$ cat src/rtl/fpu_test_pkg.sv
// rtl/fpu_test_pkg.sv - shared widths and FSM state type for the FPU test sequencer
//
// Purpose: common localparams and the sequencer state enum.
// Ports:   none (package).
package fpu_test_pkg;

  localparam int OP_W   = 2;
  localparam int DATA_W = 16;
  localparam int ADDR_W = 8;

  typedef enum logic [1:0] {
    IDLE  = 2'd0,
    ISSUE = 2'd1,
    DRAIN = 2'd2,
    DONE  = 2'd3
  } state_t;

endpackage

$ cat src/rtl/tag_fifo.sv
// rtl/tag_fifo.sv - in-order tag FIFO holding addresses of in-flight FPU requests
//
// Purpose: synchronous push/pop FIFO with show-ahead read data and async reset.
// Ports:
//   clock, reset       - clock and asynchronous active-high reset
//   push, push_data    - write a tag (ignored when full)
//   pop                - drop the head tag (ignored when empty)
//   pop_data           - head tag, valid whenever empty is low
//   empty, count       - occupancy status
module tag_fifo
  import fpu_test_pkg::*;
#(
  parameter int DEPTH = 4,
  parameter int WIDTH = ADDR_W
) (
  input  logic                     clock,
  input  logic                     reset,
  input  logic                     push,
  input  logic [WIDTH-1:0]         push_data,
  input  logic                     pop,
  output logic [WIDTH-1:0]         pop_data,
  output logic                     empty,
  output logic [$clog2(DEPTH):0]   count
);

  localparam int PW = $clog2(DEPTH);
  localparam logic [PW:0] FULL_CNT = (PW+1)'(DEPTH);

  logic [WIDTH-1:0] mem [DEPTH];
  logic [PW-1:0]    wr_ptr;
  logic [PW-1:0]    rd_ptr;
  logic [PW:0]      cnt;
  logic             do_push;
  logic             do_pop;

  assign do_push  = push && (cnt != FULL_CNT);
  assign do_pop   = pop && (cnt != '0);
  assign empty    = (cnt == '0);
  assign count    = cnt;
  assign pop_data = mem[rd_ptr];

  // Storage needs no reset: entries are only read once written.
  always_ff @(posedge clock) begin
    if (do_push) begin
      mem[wr_ptr] <= push_data;
    end
  end

  // DEPTH is a power of two, so pointers wrap naturally.
  always_ff @(posedge clock or posedge reset) begin
    if (reset) begin
      wr_ptr <= '0;
      rd_ptr <= '0;
      cnt    <= '0;
    end else begin
      if (do_push) begin
        wr_ptr <= wr_ptr + PW'(1);
      end
      if (do_pop) begin
        rd_ptr <= rd_ptr + PW'(1);
      end
      case ({do_push, do_pop})
        2'b10:   cnt <= cnt + (PW+1)'(1);
        2'b01:   cnt <= cnt - (PW+1)'(1);
        default: cnt <= cnt;
      endcase
    end
  end

endmodule

$ cat src/rtl/fpu_test_seq.sv
// rtl/fpu_test_seq.sv - walks an operand memory, issues FPU requests and tags results
//
// Purpose: issues one FPU request per operand-memory entry 0..cfg_last, keeps at
//          most MAX_OUTST in flight, and re-tags in-order responses with their
//          source address while accumulating a 16-bit checksum.
// Ports:
//   clock, reset                  - clock and asynchronous active-high reset
//   start, cfg_last               - run launch pulse and last address of the run
//   mem_addr, mem_op/opA/opB      - operand memory port (combinational read)
//   fpu_req_valid/ready, fpu_op/opA/opB - request handshake and payload
//   fpu_rsp_valid, fpu_rsp_data   - in-order responses, no backpressure
//   res_valid, res_addr, res_data - tagged result stream
//   busy, done, err, checksum     - run status, sticky protocol error, result sum
module fpu_test_seq
  import fpu_test_pkg::*;
#(
  parameter int MAX_OUTST = 4
) (
  input  logic              clock,
  input  logic              reset,
  input  logic              start,
  input  logic [ADDR_W-1:0] cfg_last,
  output logic [ADDR_W-1:0] mem_addr,
  input  logic [OP_W-1:0]   mem_op,
  input  logic [DATA_W-1:0] mem_opA,
  input  logic [DATA_W-1:0] mem_opB,
  output logic              fpu_req_valid,
  input  logic              fpu_req_ready,
  output logic [OP_W-1:0]   fpu_op,
  output logic [DATA_W-1:0] fpu_opA,
  output logic [DATA_W-1:0] fpu_opB,
  input  logic              fpu_rsp_valid,
  input  logic [DATA_W-1:0] fpu_rsp_data,
  output logic              res_valid,
  output logic [ADDR_W-1:0] res_addr,
  output logic [DATA_W-1:0] res_data,
  output logic              busy,
  output logic              done,
  output logic              err,
  output logic [DATA_W-1:0] checksum
);

  localparam int CW = $clog2(MAX_OUTST) + 1;
  localparam logic [CW-1:0] MAX_CNT = CW'(MAX_OUTST);

  state_t            state;
  state_t            state_next;
  logic [ADDR_W-1:0] issue_ptr;
  logic [ADDR_W-1:0] last_q;
  logic [ADDR_W-1:0] tag_head;
  logic [CW-1:0]     outstanding;
  logic              tags_empty;
  logic              start_ok;
  logic              accept;
  logic              rsp_pop;
  logic              rsp_spur;

  // Payload is the memory read at issue_ptr; issue_ptr only moves on acceptance,
  // so a pending request holds its payload while the FPU stalls.
  assign mem_addr = issue_ptr;
  assign fpu_op   = mem_op;
  assign fpu_opA  = mem_opA;
  assign fpu_opB  = mem_opB;

  assign start_ok      = start && ((state == IDLE) || (state == DONE));
  // Once raised, valid stays up: outstanding cannot grow without an acceptance.
  assign fpu_req_valid = (state == ISSUE) && (outstanding < MAX_CNT);
  assign accept        = fpu_req_valid && fpu_req_ready;
  assign rsp_pop       = fpu_rsp_valid && !tags_empty;
  assign rsp_spur      = fpu_rsp_valid && tags_empty;

  tag_fifo #(
    .DEPTH (MAX_OUTST),
    .WIDTH (ADDR_W)
  ) u_tags (
    .clock     (clock),
    .reset     (reset),
    .push      (accept),
    .push_data (issue_ptr),
    .pop       (rsp_pop),
    .pop_data  (tag_head),
    .empty     (tags_empty),
    .count     (outstanding)
  );

  always_ff @(posedge clock or posedge reset) begin
    if (reset) begin
      state <= IDLE;
    end else begin
      state <= state_next;
    end
  end

  always_comb begin
    state_next = state;
    busy       = 1'b0;
    done       = 1'b0;
    case (state)
      IDLE: begin
        if (start) state_next = ISSUE;
      end
      ISSUE: begin
        busy = 1'b1;
        if (accept && (issue_ptr == last_q)) state_next = DRAIN;
      end
      DRAIN: begin
        busy = 1'b1;
        // A response in flight this cycle still has to be retired first.
        if ((outstanding == '0) && !fpu_rsp_valid) state_next = DONE;
      end
      DONE: begin
        done = 1'b1;
        if (start) state_next = ISSUE;
      end
      default: state_next = IDLE;
    endcase
  end

  always_ff @(posedge clock or posedge reset) begin
    if (reset) begin
      issue_ptr <= '0;
      last_q    <= '0;
      res_valid <= 1'b0;
      res_addr  <= '0;
      res_data  <= '0;
      checksum  <= '0;
      err       <= 1'b0;
    end else begin
      if (start_ok) begin
        issue_ptr <= '0;
        last_q    <= cfg_last;
      end else if (accept) begin
        issue_ptr <= issue_ptr + ADDR_W'(1);
      end

      res_valid <= rsp_pop;
      if (rsp_pop) begin
        res_addr <= tag_head;
        res_data <= fpu_rsp_data;
      end

      if (start_ok) begin
        checksum <= '0;
      end else if (rsp_pop) begin
        checksum <= checksum + fpu_rsp_data;
      end

      if (start_ok) begin
        err <= 1'b0;
      end else if (rsp_spur) begin
        err <= 1'b1;
      end
    end
  end

endmodule

$ cat config.mk
export PLATFORM = sky130hd
export DESIGN_NAME = fpu_test_seq
export DESIGN_NICKNAME = d
export VERILOG_FILES = /design/src/rtl/fpu_test_pkg.sv /design/src/rtl/tag_fifo.sv /design/src/rtl/fpu_test_seq.sv
export SDC_FILE = /design/constraint.sdc
export NUM_CORES = 1
export LEC_CHECK = 0
export CAP_MARGIN = 20
export CELL_PAD_IN_SITES_DETAIL_PLACEMENT = 0
export CELL_PAD_IN_SITES_GLOBAL_PLACEMENT = 1
export CORE_MARGIN = 2
export CORE_UTILIZATION = 33
export DETAILED_ROUTE_END_ITERATION = 6
export GPL_TIMING_DRIVEN = 0
export PLACE_DENSITY = 0.85
export SLEW_MARGIN = 10
export SYNTH_ARGS = -nofsm -noshare
export SYNTH_HDL_FRONTEND = slang
export SYNTH_SLANG_ARGS = --single-unit
$ cat constraint.sdc
create_clock -name clock -period 2.1 [get_ports clock]
set_input_delay 0.42 -clock clock [delete_from_list [all_inputs] [get_ports clock]]
set_output_delay 0.42 -clock clock [all_outputs]
set_load 0.01 [all_outputs]
==> impl_metrics.csv <==
group,metric,value,unit
sta,setup_tns,-0.0747,ns
logic_synthesis,async_flop_share,67.7,%
layout,stdcell_count,821,
clock_network,numCtsBuffers,9,
clock_network,cts_tree,"done",
worst_setup_path,reg2reg_depth,8,
sta,fmax,467,MHz
power,leakagePower,3.15,nW
worst_setup_path,crit_slowest_cell,"dfrtp_2",
placed_design,preCtsSetupSlack,-0.845,ns
die,core_area,15100,sq um
die,num_rows,45,
global_routing,grt_pass1_wl,20.4,mm
logic_synthesis,yosysSeqAreaShare,52.2,%
global_routing,grt_use_total,15.8,%
worst_setup_path,startpoint_type,"flip-flop",
sta,slew_violations,0,
worst_setup_path,cp.arrival,2.37,ns
worst_setup_path,startpoint,"checksum[0]$_DFFE_PP0P_",
worst_setup_path,rrSetupSlack,-0.04,ns
route,drcViolationCount,0,
clock_network,clk_latency,0.35,ns
sta,fin_hold_ws,0.376,ns
sta,period_needed,2.14,ns
worst_hold_path,hp-class,"input pin to flip-flop",
worst_setup_path,path_max_fanout,3,
global_routing,grt_max_degree,27,
global_routing,globalRouteOverflowTotal,0,
logic_synthesis,ys_ff_latch,99,
worst_setup_path,r2r-end,"checksum[14]$_DFFE_PP0P_",
layout,antennaDiodeCount,0,
placed_design,dp.cells,787,
logic_synthesis,synth_edf_count,32,
status,violations,"setup timing",
clock_network,cts_buffer_depth,2,
logic_synthesis,synth.area.top_cells,"dfrtp_1, edfxtp_1, nand2_1",
route,vias_per_cell,4.91,
sta,tightest_slew,0.784,ns
worst_setup_path,r2r-start,"checksum[0]$_DFFE_PP0P_",
clock_network,clockRootBuffer,"clkbuf_16",
worst_setup_path,crit_chain,"ha_4 > fa_2 > a211oi_2 > o21bai_2 > o2bb2ai_2 > a21oi_2 > mux2i_1 > a311o_1",
sta,setup_violations,3,
power,cellPowerDensity,1190,nW/um^2
layout,nets,717,
global_routing,grt_pass1_vias,3997,
die,io_pins,150,
clock_network,hold_buffers,0,
route,via_count,4032,
logic_synthesis,postSynthAreaPerCell,10.5,sq um
sta,slew_headroom,47.7,%
worst_setup_path,critPathKind,"flip-flop to flip-flop",
status,run_status,"finished, violations left",
layout,syn2layout_area_growth,42.6,%
clock_network,cts-htree-levels,3,
route,antenna_left,0,
global_routing,antenna_found_initial,0,
die,die_w,128,um
clock_network,numClockSinks,99,
worst_setup_path,crit_path_end,"checksum[14]$_DFFE_PP0P_",
sta,fin_ws,-0.0396,ns
logic_synthesis,yosysWarnings,0,
placed_design,place_congestion,0.879,
route,wl_per_cell,16.0,um
sta,fin_crit_sh,102,%
logic_synthesis,synth_top_area_share,33.2,%
route,wl,13.1,mm
worst_setup_path,cp.required,2.33,ns
die,dieArea,16300,sq um
die,initial_utilization,33.5,%
logic_synthesis,synthesis.area,5050,sq um
layout,drive_above_1_share,21.8,%
run,drv_cap,0,
sta,finClkSkew,0.00759,ns
placed_design,dp_hpwl,9.31,mm
logic_synthesis,synthFlopType,"dfrtp_1",
clock_network,clk_pin_slew,0.07,ns
layout,fillCellCount,1335,
placed_design,port-buffer-count,115,
sta,finalHoldViolations,0,
power,ir_drop,469,uV
logic_synthesis,syn_nets,571,
route,first_iter_violations,309,
worst_setup_path,end_kind,"flip-flop",
logic_synthesis,synth.distinct_cells,48,
logic_synthesis,yosysTopAreaCell,"dfrtp_1",
die,dieHeight,128,um
logic_synthesis,synth_cells,482,
worst_setup_path,cpPeakStageDelay,0.42,ns
placed_design,dpl_cell_area,6530,sq um
sta,rsz0062_at_grt,"yes",
route,drtPass1Iterations,5,
layout,final_area,7200,sq um
[layout by cell type, fill, tap and decap left out, drive strengths merged, types with 3 or more instances in the layout]
master	n
edfxtp	32
a211oi	7
clkdlybuf4s50	103
clkbuf	16
buf	63
nor2	18
nand4	5
or3	5
xnor2	11
dfrtp	67
o2bb2ai	3
mux2i	3
xor2	15
o21bai	3
inv	16
nor3	3
nand2	123
nor4b	3
ha	24
and3	8
mux4	8
dlygate4sd2	10
a21oi	23
o21ai	20
nor4	4
a21o	4
nand3	9
[area by class of cell]
type / count / area, sq um / share of cell area [%]
multi-input combinational: 320 / 2310 / 32.2
buffer: 49 / 342 / 4.75
timing repair buffer: 136 / 1330 / 18.4
tap: 188 / 235 / 3.27
clock buffer: 9 / 225 / 3.13
inverter: 13 / 52.6 / 0.730
clock inverter: 7 / 57.6 / 0.800
sequential: 99 / 2640 / 36.7
[sequential cells by signal, summed over array words and instances, names as in the netlist]
register / flops
last_q: 8
res_addr: 8
res_data: 16
u_tags.mem: 32
checksum: 16
u_tags.count: 3
state: 2
res_valid: 1
mem_addr: 8
err: 1
u_tags.wr_ptr: 2
u_tags.rd_ptr: 2
[kinds of logic (layout without fill, tap and decap cells)]
logic type,Yosys count,count (layout),share of synthesized area [%]
adder cells (fa/ha/maj),26,26,6.74
multiplexers,11,11,4.16
flip-flops,99,99,52.2
buffers and inverters,63,214,7.31
XOR/XNOR,26,26,4.51
AO/OA/AOI/OAI,72,72,9.07
AND/OR/NAND/NOR,185,185,16.0
[how the worst min path moves through the flow]
stage	startpoint	end	slack, ns	cells past startpoint
floorplan	last_q[0]$_DFFE_PP0P_	last_q[0]$_DFFE_PP0P_	0.47	2
global placement	res_data[8]$_DFFE_PP0P_	res_data[8]$_DFFE_PP0P_	0.46	2
detailed placement	res_data[10]$_DFFE_PP0P_	res_data[10]$_DFFE_PP0P_	0.46	2
CTS	reset	res_data[13]$_DFFE_PP0P_	0.46	2
global route	fpu_rsp_data[7]	res_data[7]$_DFFE_PP0P_	0.38	3
finish	fpu_rsp_data[7]	res_data[7]$_DFFE_PP0P_	0.38	3
[cell usage after synthesis, types with 2 or more instances]
cell type,count
or3_1,5
a311o_1,2
mux2i_1,3
a211oi_1,6
nor3_1,3
xor2_1,15
a31oi_1,2
clkbuf_1,8
fa_1,2
buf_2,4
or4_1,2
inv_1,13
mux4_2,8
o21ai_0,18
buf_1,4
nor4_1,4
xnor2_1,11
ha_1,24
edfxtp_1,32
nand2_1,123
nor4b_1,2
buf_4,34
nand3_1,9
nand4_1,5
and3_1,8
and2_1,2
a21o_1,3
nor2_1,18
dfrtp_1,67
o21bai_1,3
o2bb2ai_1,3
a21oi_1,23
[power breakdown]
group          total, mW  internal, mW  switching [mW]
clock               1.61         0.824           0.782
combinational       4.03          2.07            1.95
sequential          2.94          2.53           0.418
[stage by stage]
step / utilization (%) / total power [mW]
after floorplan: - / 5.04
after global placement: 43.0 / 6.34
after detailed placement: 43.3 / 6.45
after CTS: 46.8 / 8.42
after global routing: 47.7 / 9.14
final: 47.7 / 8.58
[critical path: cells and delay by family (launching register included)]
family,cells,cell delay (ns)
AO/OA/AOI/OAI,5,1.00
adder cells (fa/ha/maj),2,0.52
flip-flops,1,0.42
multiplexers,1,0.09
[repair_timing]
item | 4_1_cts | 5_1_grt
resized for setup | 42 | 26
setup endpoints to repair | 40 | 54
endpoints found under the hold margin | 0 | 0
setup buffers | 12 | 7
pin swaps | 9 | 11
[routing by layer]
metal | share of wire (%) | vias up | global-route usage (%)
met5 | 0 | - | 0
met4 | 1.3 | 0 | 5.17
met3 | 5.7 | 17 | 3.67
met2 | 49 | 147 | 26.2
met1 | 44 | 1939 | 20.6
li1 | - | 1929 | -
(Power assumes the default switching activity.)
